$ cat config.mk
export PLATFORM = sky130hd
export DESIGN_NAME = note_detector_flat
export DESIGN_NICKNAME = d
export VERILOG_FILES = /design/src/rtl/melody_pkg.sv /design/src/rtl/note_detector_if.sv /design/src/rtl/note_detector_edge_sync.sv /design/src/rtl/note_detector.sv /design/src/flat_wrapper.sv
export SDC_FILE = /design/constraint.sdc
export NUM_CORES = 1
export LEC_CHECK = 0
export ABC_AREA = 1
export CORE_ASPECT_RATIO = 0.75
export CORE_MARGIN = 5
export CORE_UTILIZATION = 55
export CTS_BUF_LIST = sky130_fd_sc_hd__clkbuf_8
export CTS_CLUSTER_SIZE = 28
export DETAILED_ROUTE_END_ITERATION = 8
export PLACE_DENSITY_LB_ADDON = 0.1
export SLEW_MARGIN = 20
export SYNTH_ARGS = -nofsm -noshare
export SYNTH_HDL_FRONTEND = slang
export SYNTH_SLANG_ARGS = --single-unit
$ cat constraint.sdc
create_clock -name clk -period 7.3 [get_ports clk]
set_input_delay 1.095 -clock clk [delete_from_list [all_inputs] [get_ports clk]]
set_output_delay 1.095 -clock clk [all_outputs]
set_load 0.01 [all_outputs]
$ cat src/rtl/melody_pkg.sv
// Shared music-box constants: clock rate, note/period widths and the nominal
// tone period table used by both the tone generator and the note detector.
package melody_pkg;

    localparam int unsigned CLK_HZ    = 12000000;
    localparam int unsigned NOTE_W    = 3;
    localparam int unsigned PERIOD_W  = 17;
    localparam int unsigned NUM_NOTES = 8;

    // Packed so that NOTE_PERIOD[i] is the period of note i (0=Do .. 7=+Do).
    localparam logic [NUM_NOTES-1:0][PERIOD_W-1:0] NOTE_PERIOD = {
        17'd22933, 17'd24297, 17'd27273, 17'd30612,
        17'd34362, 17'd36404, 17'd40864, 17'd45866
    };

    typedef enum logic [1:0] {
        DET_IDLE  = 2'd0,
        DET_ARMED = 2'd1,
        DET_TRACK = 2'd2
    } det_state_t;

    // 18-bit signed difference keeps the sign of (meas - nom) for any 17-bit pair.
    function automatic logic within_tol(input logic [PERIOD_W-1:0] meas,
                                        input logic [PERIOD_W-1:0] nom,
                                        input logic [PERIOD_W:0]   tol);
        logic signed [PERIOD_W:0] diff;
        logic        [PERIOD_W:0] mag;
        diff = $signed({1'b0, meas}) - $signed({1'b0, nom});
        mag  = (diff < 0) ? $unsigned(-diff) : $unsigned(diff);
        return (mag <= tol);
    endfunction

endpackage

$ cat src/rtl/note_detector_if.sv
// Tone input and decoded-note outputs of the note detector, bundled for the top port.
interface note_detector_if;
    import melody_pkg::*;

    logic                audio_in;
    logic [NOTE_W-1:0]   note;
    logic                note_valid;
    logic                note_change;
    logic [PERIOD_W-1:0] period;

    modport master (
        output audio_in,
        input  note,
        input  note_valid,
        input  note_change,
        input  period
    );

    modport slave (
        input  audio_in,
        output note,
        output note_valid,
        output note_change,
        output period
    );

endinterface

$ cat src/rtl/note_detector_edge_sync.sv
// Two-flop synchroniser for the asynchronous tone line followed by a
// registered one-cycle rising-edge pulse.
module edge_sync (
    input  logic clk,
    input  logic rst,
    input  logic async_in,
    output logic rise
);

    logic s1;
    logic s2;
    logic s3;
    logic rise_q;

    always_ff @(posedge clk) begin
        if (rst) begin
            s1     <= 1'b0;
            s2     <= 1'b0;
            s3     <= 1'b0;
            rise_q <= 1'b0;
        end else begin
            s1     <= async_in;
            s2     <= s1;
            s3     <= s2;
            rise_q <= s2 & ~s3;
        end
    end

    assign rise = rise_q;

endmodule

$ cat src/rtl/note_detector.sv
// Measures the period of an incoming square-wave tone and decodes it to a
// note index, reporting only after several consecutive matching periods.
module note_detector
    import melody_pkg::*;
#(
    parameter int unsigned TOL          = 500,
    parameter int unsigned STABLE_COUNT = 3,
    parameter int unsigned TIMEOUT      = 60000,
    parameter logic [NUM_NOTES-1:0][PERIOD_W-1:0] NOMINAL = NOTE_PERIOD
) (
    input  logic            clk,
    input  logic            rst,
    note_detector_if.slave  bus
);

    localparam int unsigned         CNT_W     = $clog2(STABLE_COUNT + 1);
    localparam logic [PERIOD_W:0]   TOL_V     = (PERIOD_W + 1)'(TOL);
    localparam logic [PERIOD_W-1:0] TIMEOUT_V = PERIOD_W'(TIMEOUT);
    localparam logic [CNT_W-1:0]    STABLE_V  = CNT_W'(STABLE_COUNT);

    logic                rise;
    det_state_t          state;
    logic [PERIOD_W-1:0] cnt;
    logic [NOTE_W-1:0]   cand;
    logic [CNT_W-1:0]    cand_cnt;

    logic [NOTE_W-1:0]   note_q;
    logic                note_valid_q;
    logic                note_change_q;
    logic [PERIOD_W-1:0] period_q;

    logic                hit;
    logic [NOTE_W-1:0]   hit_idx;
    logic [CNT_W-1:0]    cand_cnt_upd;
    logic                report;

    edge_sync u_edge_sync (
        .clk      (clk),
        .rst      (rst),
        .async_in (bus.audio_in),
        .rise     (rise)
    );

    // The running count equals the period being closed by this edge, so it is
    // classified directly; tolerance is under half the nominal gap, so at most one hit.
    always_comb begin
        hit          = 1'b0;
        hit_idx      = '0;
        cand_cnt_upd = '0;
        report       = 1'b0;
        for (int i = 0; i < int'(NUM_NOTES); i++) begin
            if (within_tol(cnt, NOMINAL[i], TOL_V)) begin
                hit     = 1'b1;
                hit_idx = NOTE_W'(i);
            end
        end
        if (hit_idx == cand) begin
            cand_cnt_upd = (cand_cnt == STABLE_V) ? cand_cnt : cand_cnt + 1'b1;
        end else begin
            cand_cnt_upd = CNT_W'(1);
        end
        report = (cand_cnt_upd == STABLE_V) && (!note_valid_q || (note_q != hit_idx));
    end

    always_ff @(posedge clk) begin
        if (rst) begin
            state         <= DET_IDLE;
            cnt           <= '0;
            cand          <= '0;
            cand_cnt      <= '0;
            note_q        <= '0;
            note_valid_q  <= 1'b0;
            note_change_q <= 1'b0;
            period_q      <= '0;
        end else begin
            note_change_q <= 1'b0;

            if (rise) begin
                cnt <= PERIOD_W'(1);
            end else if (cnt != TIMEOUT_V) begin
                cnt <= cnt + 1'b1;
            end

            unique case (state)
                DET_IDLE: begin
                    if (rise) begin
                        state <= DET_ARMED;
                    end
                end
                DET_ARMED, DET_TRACK: begin
                    if (rise) begin
                        state    <= DET_TRACK;
                        period_q <= cnt;
                        if (hit) begin
                            cand     <= hit_idx;
                            cand_cnt <= cand_cnt_upd;
                            if (report) begin
                                note_q        <= hit_idx;
                                note_valid_q  <= 1'b1;
                                note_change_q <= 1'b1;
                            end else if (note_valid_q && (hit_idx != note_q)) begin
                                // A different in-tolerance note means the reported tone is gone.
                                note_valid_q <= 1'b0;
                            end
                        end else begin
                            cand_cnt     <= '0;
                            note_valid_q <= 1'b0;
                        end
                    end else if (cnt == TIMEOUT_V) begin
                        state        <= DET_IDLE;
                        cand_cnt     <= '0;
                        note_valid_q <= 1'b0;
                    end
                end
                default: begin
                    state <= DET_IDLE;
                end
            endcase
        end
    end

    assign bus.note        = note_q;
    assign bus.note_valid  = note_valid_q;
    assign bus.note_change = note_change_q;
    assign bus.period      = period_q;

endmodule

$ cat src/flat_wrapper.sv
// flat-port wrapper written by rule: the top's interface ports become plain ports
module note_detector_flat import melody_pkg::*;
#(
    parameter int unsigned TOL          = 500,
    parameter int unsigned STABLE_COUNT = 3,
    parameter int unsigned TIMEOUT      = 60000,
    parameter logic [NUM_NOTES-1:0][PERIOD_W-1:0] NOMINAL = NOTE_PERIOD
)
  (clk, rst, bus_audio_in, bus_note, bus_note_valid, bus_note_change, bus_period);
  note_detector_if bus_i ();
  input  logic clk;
  input  logic rst;
  input wire logic [$bits(bus_i.audio_in)-1:0] bus_audio_in;
  output wire logic [$bits(bus_i.note)-1:0] bus_note;
  output wire logic [$bits(bus_i.note_valid)-1:0] bus_note_valid;
  output wire logic [$bits(bus_i.note_change)-1:0] bus_note_change;
  output wire logic [$bits(bus_i.period)-1:0] bus_period;
  assign bus_i.audio_in = bus_audio_in;
  assign bus_note = bus_i.note;
  assign bus_note_valid = bus_i.note_valid;
  assign bus_note_change = bus_i.note_change;
  assign bus_period = bus_i.period;
  note_detector #(.TOL(TOL), .STABLE_COUNT(STABLE_COUNT), .TIMEOUT(TIMEOUT), .NOMINAL(NOMINAL)) u_core (.clk(clk), .rst(rst), .bus(bus_i));
endmodule
==> results of run 1 <==
==> stage by stage <==
stage / utilization [%] / cell area (µm²) / hold WS, ns / power [mW]
final: 57.84 / 8750 / 0.3981 / 0.5918
after global routing: 57.84 / 8750 / 0.4123 / 0.6173
after CTS: 57.84 / 8750 / 0.4026 / 0.5882
after detailed placement: 57.07 / 8633 / 0.3880 / 0.3889
after global placement: 57.07 / 8633 / 0.3762 / 0.3885
after floorplan: - / 8398 / 0.3728 / 0.3631
==> sequential cells by signal (all words and copies together) (netlist names) <==
register / flops
u_core.bus.period: 17
u_core.cnt: 17
u_core.bus.note: 3
u_core.cand: 3
u_core.cand_cnt: 2
u_core.state: 2
u_core.bus.note_change: 1
u_core.bus.note_valid: 1
u_core.u_edge_sync.rise: 1
u_core.u_edge_sync.s1: 1
u_core.u_edge_sync.s2: 1
u_core.u_edge_sync.s3: 1
==> cells in the mapped netlist (all sizes together) <==
cell and count:
nand2 586, nor3b 2, buf 44, nand4 31
a21oi 64, a221oi 1, o21a 3, o2111ai 1
clkbuf 9, o211ai 2, nor3 15, a31oi 1
xor2 57, ha 22, o21ai 75, clkinv 5
or2 6, nor4 1, and2 1, o21bai 2
xnor2 5, nand3 181, nor2 218, inv 180
nand3b 10, a2111oi 1, a21o 1, o221ai 1
a22oi 1, dfxtp 50, a211oi 2
==> metal layers <==
layer | up-vias | wire length [µm] | track usage (%)
met1 | 4391 | 13100 | 45.65
met5 | - | 0 | 0
li1 | 4955 | - | -
met2 | 529 | 11000 | 46.42
met3 | 80 | 3131 | 4.557
met4 | 0 | 1102 | 10.62
==> power by group through the flow <==
stage	Combinational, mW	Sequential (mW)	Clock [mW]
floorplan	0.0755	0.288	0
global placement	0.0983	0.290	0
detailed placement	0.0987	0.290	0
CTS	0.0994	0.284	0.205
global route	0.114	0.285	0.218
finish	0.102	0.284	0.206
==> area by class of cell <==
type / instances / area, µm²
Multi-Input combinational cell: 1290 / 6370
Timing Repair Buffer: 33 / 307.8
Inverter: 185 / 698.2
Tap cell: 205 / 256.5
Sequential cell: 50 / 1001
Fill cell: 1604 / 6377
Clock inverter: 3 / 47.55
Clock buffer: 5 / 68.82
==> critical path: stages (launching register included) <==
cell and delay (ns):
dfxtp_1 0.85, inv_2 0.36, ha_1 0.36, inv_1 0.15
nor2_1 0.09, nand3_1 0.19, nand3_2 0.14, a21oi_1 0.58
nand2_1 0.14, xnor2_1 0.17, nor2_1 0.05, nand3_1 0.06
nand3_1 0.09, nor2_1 0.29, nor2_2 0.13, nand2_2 0.11
nand2_1 0.08, nand2_2 0.08, nand3_4 0.10, nor2_4 0.13
nand3_4 0.12, nand2_1 0.08, nand2_1 0.04, nor2_1 0.11
==> cells in the final DEF, fill, tap and decap left out, drive strengths merged, types with 2 or more instances in the layout <==
cell type      Yosys  routed
clkinv             5       5
o21ai             75      75
dfxtp             50      50
o21a               3       3
a211oi             2       2
nand3b            10      10
nand3            181     181
clkbuf             9       5
o211ai             2       2
ha                22      22
o21bai             2       2
xnor2              5       5
nor2             218     218
a21oi             64      64
nand2            586     586
clkdlybuf4s50      0      24
nor3              15      15
or2                6       6
inv              180     182
nor3b              2       2
nand4             31      31
buf               44       9
xor2              57      57
==> worst paths after layout <==
path / from / end / depth (start not counted)
hold / removal: u_core.u_edge_sync.s3 / u_core.u_edge_sync.rise / 1
setup reg to reg: u_core.cnt[5] / u_core.bus.note[0] / 23
setup / recovery: u_core.cnt[5] / u_core.bus.note[0] / 23
hold reg to reg: u_core.u_edge_sync.s3 / u_core.u_edge_sync.rise / 1
==> cells by family (layout without fill, tap and decap cells) <==
kind of cell | count (synthesis) | after routing | share of synthesized area, %
AO/OA/AOI/OAI | 155 | 155 | 10.03
XOR/XNOR | 62 | 62 | 6.645
adder cells (fa/ha/maj) | 22 | 22 | 3.278
buffers and inverters | 238 | 226 | 12.23
flip-flops | 50 | 50 | 11.92
AND/OR/NAND/NOR | 1051 | 1051 | 55.90
==> summary.txt, run 1 <==
Power and ir drop
  – Sequential power share: 48.0%
  – Cell-internal power: 415.8 µW
  – Switch share: 29.74%
  – PD cells: 67.64 nW/µm²
  – Leakage power: 4.732 nW
  – Clock network power share: 34.7%
  – Sw Pwr: 176.0 µW
  – Combinational fraction of design power: 17.2%
  – Maximum VDD drop: 148.5 µV

Die
  – Die Span Y: 117.0 µm
  – Core ar.: 15130 µm²
  – Die X-Extent: 152.7 µm
  – Die area: 17870 µm²
  – Initial core utilization: 55.52%
  – # IOs: 25
  – # rows: 39

Timing
  – Max Fclk: 217.6 MHz
  – Slew Limit Fails: 0
  – Clock Skews: 0.01104 ns
  – Hold Fails Final Rpt: 0
  – Fin worst setup slack: 2.704 ns
  – RSZ-0062 raised after global routing: no
  – Final Cycle Share: 62.96%
  – Slew HR: 22.46%
  – Final setup viols: 0
  – Total Neg Setup Slack: 0 ns
  – Worst Tran Pin Value: 1.161 ns
  – Final min period: 4.596 ns

Critical path
  – Worst EP required: 7.54 ns
  – Worst EP arrival: 4.84 ns
  – R2r setup slk: 2.70 ns
  – CP endpoint kind: flip-flop
  – CP Max Fanout: 20
  – Crit path launch type: flip-flop
  – Class of the most critical setup path: flip-flop to flip-flop

Finish
  – Non-Filler Instances: 1771
  – N_diodes: 0
  – Layout cells sized above 1: 8.557%
  – Area grow syn2layout: 4.187%
  – Total Nets Final: 1590

Logic synthesis
  – Yosys warnings: 0
  – Post-Syn Area: 8398 µm²
  – Post-synthesis sequential area ratio: 11.92%
  – Mapped Cells: 1578
  – Seq cells post-synth: 50
  – Netlist cell types: 51
  – Syn nets: 1603
  – Share of the synthesized area in the top cell type: 24.49%
  – Post-synth top area cell: nand2_1
  – Largest cells by area after synthesis: nand2_1 24%, dfxtp_1 12%, nand3_1 10%
  – Syn avg cell area: 5.322 µm²

Clock tree
  – CTS sink count: 50
  – CTS Buf Count: 5
  – Worst-path clk slew: 0.10 ns
  – CTS tree: yes
  – Clock root buffer: clkbuf_8
  – PostCTS Resize Cnt: 0
  – Buffer count from post-CTS setup fixing: 0
  – Worst-Skew Late Latency: 0.31 ns
  – Hold-fix buffers, CTS: 0
  – H-tree depth: 2
  – Max Root-Sink Buffers: 2

Min path
  – Worst Hold Class: flip-flop to flip-flop

Global routing
  – First-pass GRT wire length: 45330 µm
  – Number of global-route vias before repair: 8740
  – GRT overflow: 0
  – Initial antenna violation count: 0
  – GR Util All Layers: 31.01%
  – Largest net degree at the start of global routing: 36

Drt
  – Vias: 9955
  – First-pass iteration count of the detailed router: 6
  – Routed Antenna Nets: 0
  – DRC: 0
  – Avg WL per Cell: 15.99 µm
  – Vias per cell: 5.621
  – DR iter-0 viols: 1189
  – Drt total wl: 28320 µm

Place
  – Place WS: 2.867 ns
  – Placed Cells: 1763
  – IO buf count: 24
  – Post-DP HPWL: 21390 µm
  – Placer Congestion: 1.019

Flow run
  – Max cap viols: 0

Run status
  – Outcome: finished clean
No activity file was read; power rests on OpenSTA's default activity.
==> run 2, diff against run 1 <==
==> constraint.sdc (replaced) <==
create_clock -name clk -period 4.4 [get_ports clk]
set_input_delay 0.66 -clock clk [delete_from_list [all_inputs] [get_ports clk]]
set_output_delay 0.66 -clock clk [all_outputs]
set_load 0.01 [all_outputs]
==> run 2 against run 1 <==
Effect of this change:
- power increased by 59%
- sequential share of layout area down 0.21 points
- register-to-register slack got worse by 2.3 ns
- count of clock-buffer cells in the layout unchanged
- global-route usage up 1.3 points
- largest power group unchanged
- clock power up 42%
- fmax rose by 14%
- combinational power increased by 73%
- die area unchanged
- design area up 2.0%
==> summary.txt, run 2 (synthesis results as in run 1) <==
Critical path
  – Crit path cell chain: inv_1, ha_1, nand2_1, nand3_2, nand3_1, nand3_2, a21oi_1, nand2_1, xnor2_1, nor2_1, nand3_1, nand3_1, nor2_1, nor2_2, nand2_2, inv_1, nand3_2, nand2_2, inv_2, nand3_4, nand2_1, nand2_1, nor2_1
  – Path depth of the worst reg2reg path: 23
  – Critical path's largest stage delay: 0.63 ns
  – Worst R2R Start: u_core.cnt[1]
  – CP bufs+invs: 3
  – Slowest cell on crit path: a21oi_1
  – R2R Path End: u_core.bus.note[0]
  – Most Frequent Cell on Critical Path: nand2_1
  – R2r setup slk: 0.37 ns
  – CP top delay family: simple AND/OR/NAND/NOR gates
  – Worst EP required: 4.61 ns
  – Class of the most critical setup path: flip-flop to flip-flop
  – Crit path launch type: flip-flop
  – CP endpoint kind: flip-flop
  – CP Max Fanout: 11
  – Worst EP arrival: 4.24 ns

Place
  – Placer Congestion: 1.036
  – Post-DP Area: 8828 µm²
  – Post-DP HPWL: 22480 µm
  – Placed Cells: 1789
  – IO buf count: 24
  – Place WS: 0.5013 ns

Finish
  – Commonest non-fill, non-tap cell in the layout: nand2_1
  – Post-layout util: 59.00%
  – Total Nets Final: 1616
  – Commonest cells after routing, fill and taps aside: 548 x nand2_1, 185 x nor2_1, 167 x nand3_1
  – N_diodes: 0
  – Post-route cell area: 8925 µm²
  – Area grow syn2layout: 6.272%
  – Layout cells sized above 1: 10.11%
  – Non-Filler Instances: 1797

Timing
  – Final setup viols: 0
  – Fin worst setup slack: 0.3739 ns
  – Max Fclk: 248.4 MHz
  – Final min period: 4.026 ns
  – Clock Skews: 0.009918 ns
  – Slew HR: 42.97%
  – Final Cycle Share: 91.50%
  – RSZ-0062 raised after global routing: no
  – Final hold slack: 0.4048 ns
  – Slew Limit Fails: 0
  – Worst Tran Pin Value: 0.8545 ns
  – Total Neg Setup Slack: 0 ns
  – Hold Fails Final Rpt: 0

Power and ir drop
  – Sw Pwr: 303.5 µW
  – Cell-internal power: 634.6 µW
  – Clock network power share: 31.2%
  – Combinational fraction of design power: 18.8%
  – Maximum VDD drop: 225.2 µV
  – Switch share: 32.35%
  – Leakage power: 4.847 nW
  – Power consumption: 938.1 µW
  – PD cells: 105.1 nW/µm²
  – Sequential power share: 50.0%

Min path
  – Endpoint, Worst Hold: u_core.u_edge_sync.rise
  – Worst Hold Class: flip-flop to flip-flop
  – Worst hold start: u_core.u_edge_sync.s3
  – Hold path cells: 1

Drt
  – First-pass iteration count of the detailed router: 6
  – DRC: 0
  – Vias per cell: 5.598
  – Routed Antenna Nets: 0
  – Avg WL per Cell: 16.38 µm
  – Vias: 10059
  – Drt total wl: 29440 µm
  – DR iter-0 viols: 1112

Clock tree
  – CTS Buf Count: 5
  – CTS tree: yes
  – CTS sink count: 50
  – Buffer count from post-CTS setup fixing: 0
  – Worst-Skew Late Latency: 0.31 ns
  – Max Root-Sink Buffers: 2
  – Hold-fix buffers, CTS: 0
  – Worst-path clk slew: 0.11 ns
  – PostCTS Resize Cnt: 0
  – Clock root buffer: clkbuf_8
  – H-tree depth: 2

Global routing
  – Initial antenna violation count: 0
  – Number of global-route vias before repair: 8716
  – Largest net degree at the start of global routing: 36
  – GR Util All Layers: 32.32%
  – First-pass GRT wire length: 46550 µm
  – GRT overflow: 0

Die
  – # IOs: 25
  – Initial core utilization: 55.52%
  – Die Span Y: 117.0 µm
  – Die X-Extent: 152.7 µm
  – # rows: 39
  – Core ar.: 15130 µm²
  – Die area: 17870 µm²

Run status
  – Outcome: finished clean

Flow run
  – Max cap viols: 0
run 2: cell count changes in the layout (fill, tap and decap cells not counted), sizes merged:
cell | before | now
buf | 9 | 35
bufinv | 1 | 0
clkinv | 5 | 6
run 2: layout make-up:
cell class	count	area (µm²)
timing repair buffer	59	503.0
tap	205	256.5
clock buffer	5	68.82
inverter	185	698.2
multi-input combinational	1290	6370
sequential	50	1002
clock inverter	3	26.28
fill	1618	6202
run 2: power by group through the flow:
stage | combinational (mW) | clock (mW) | sequential [mW]
2_1_floorplan | 0.125 | 0 | 0.477
3_3_place_gp | 0.169 | 0 | 0.479
3_5_place_dp | 0.170 | 0 | 0.479
4_1_cts | 0.171 | 0.294 | 0.469
5_1_grt | 0.194 | 0.318 | 0.470
6_report | 0.176 | 0.292 | 0.469
run 2: how the worst max path moves through the flow:
stage	depth (start not counted)	startpoint	slack, ns	end
global placement	28	u_core.cnt[0]	0.52	u_core.bus.note[0]
global route	23	u_core.cnt[1]	0.008	u_core.bus.note[0]
floorplan	26	u_core.cnt[5]	1.29	u_core.bus.note[0]
detailed placement	30	u_core.cnt[0]	0.50	u_core.bus.note_valid
finish	23	u_core.cnt[1]	0.37	u_core.bus.note[0]
CTS	30	u_core.cnt[0]	0.45	u_core.bus.note[0]
run 2: per-layer routing:
metal / share of wire, % / wire [µm] / track usage, %
met5: 0 / 0 / 0
met3: 14 / 4010 / 8.122
met4: 3.1 / 915 / 9.139
met1: 45 / 13230 / 47.11
met2: 38 / 11290 / 47.28
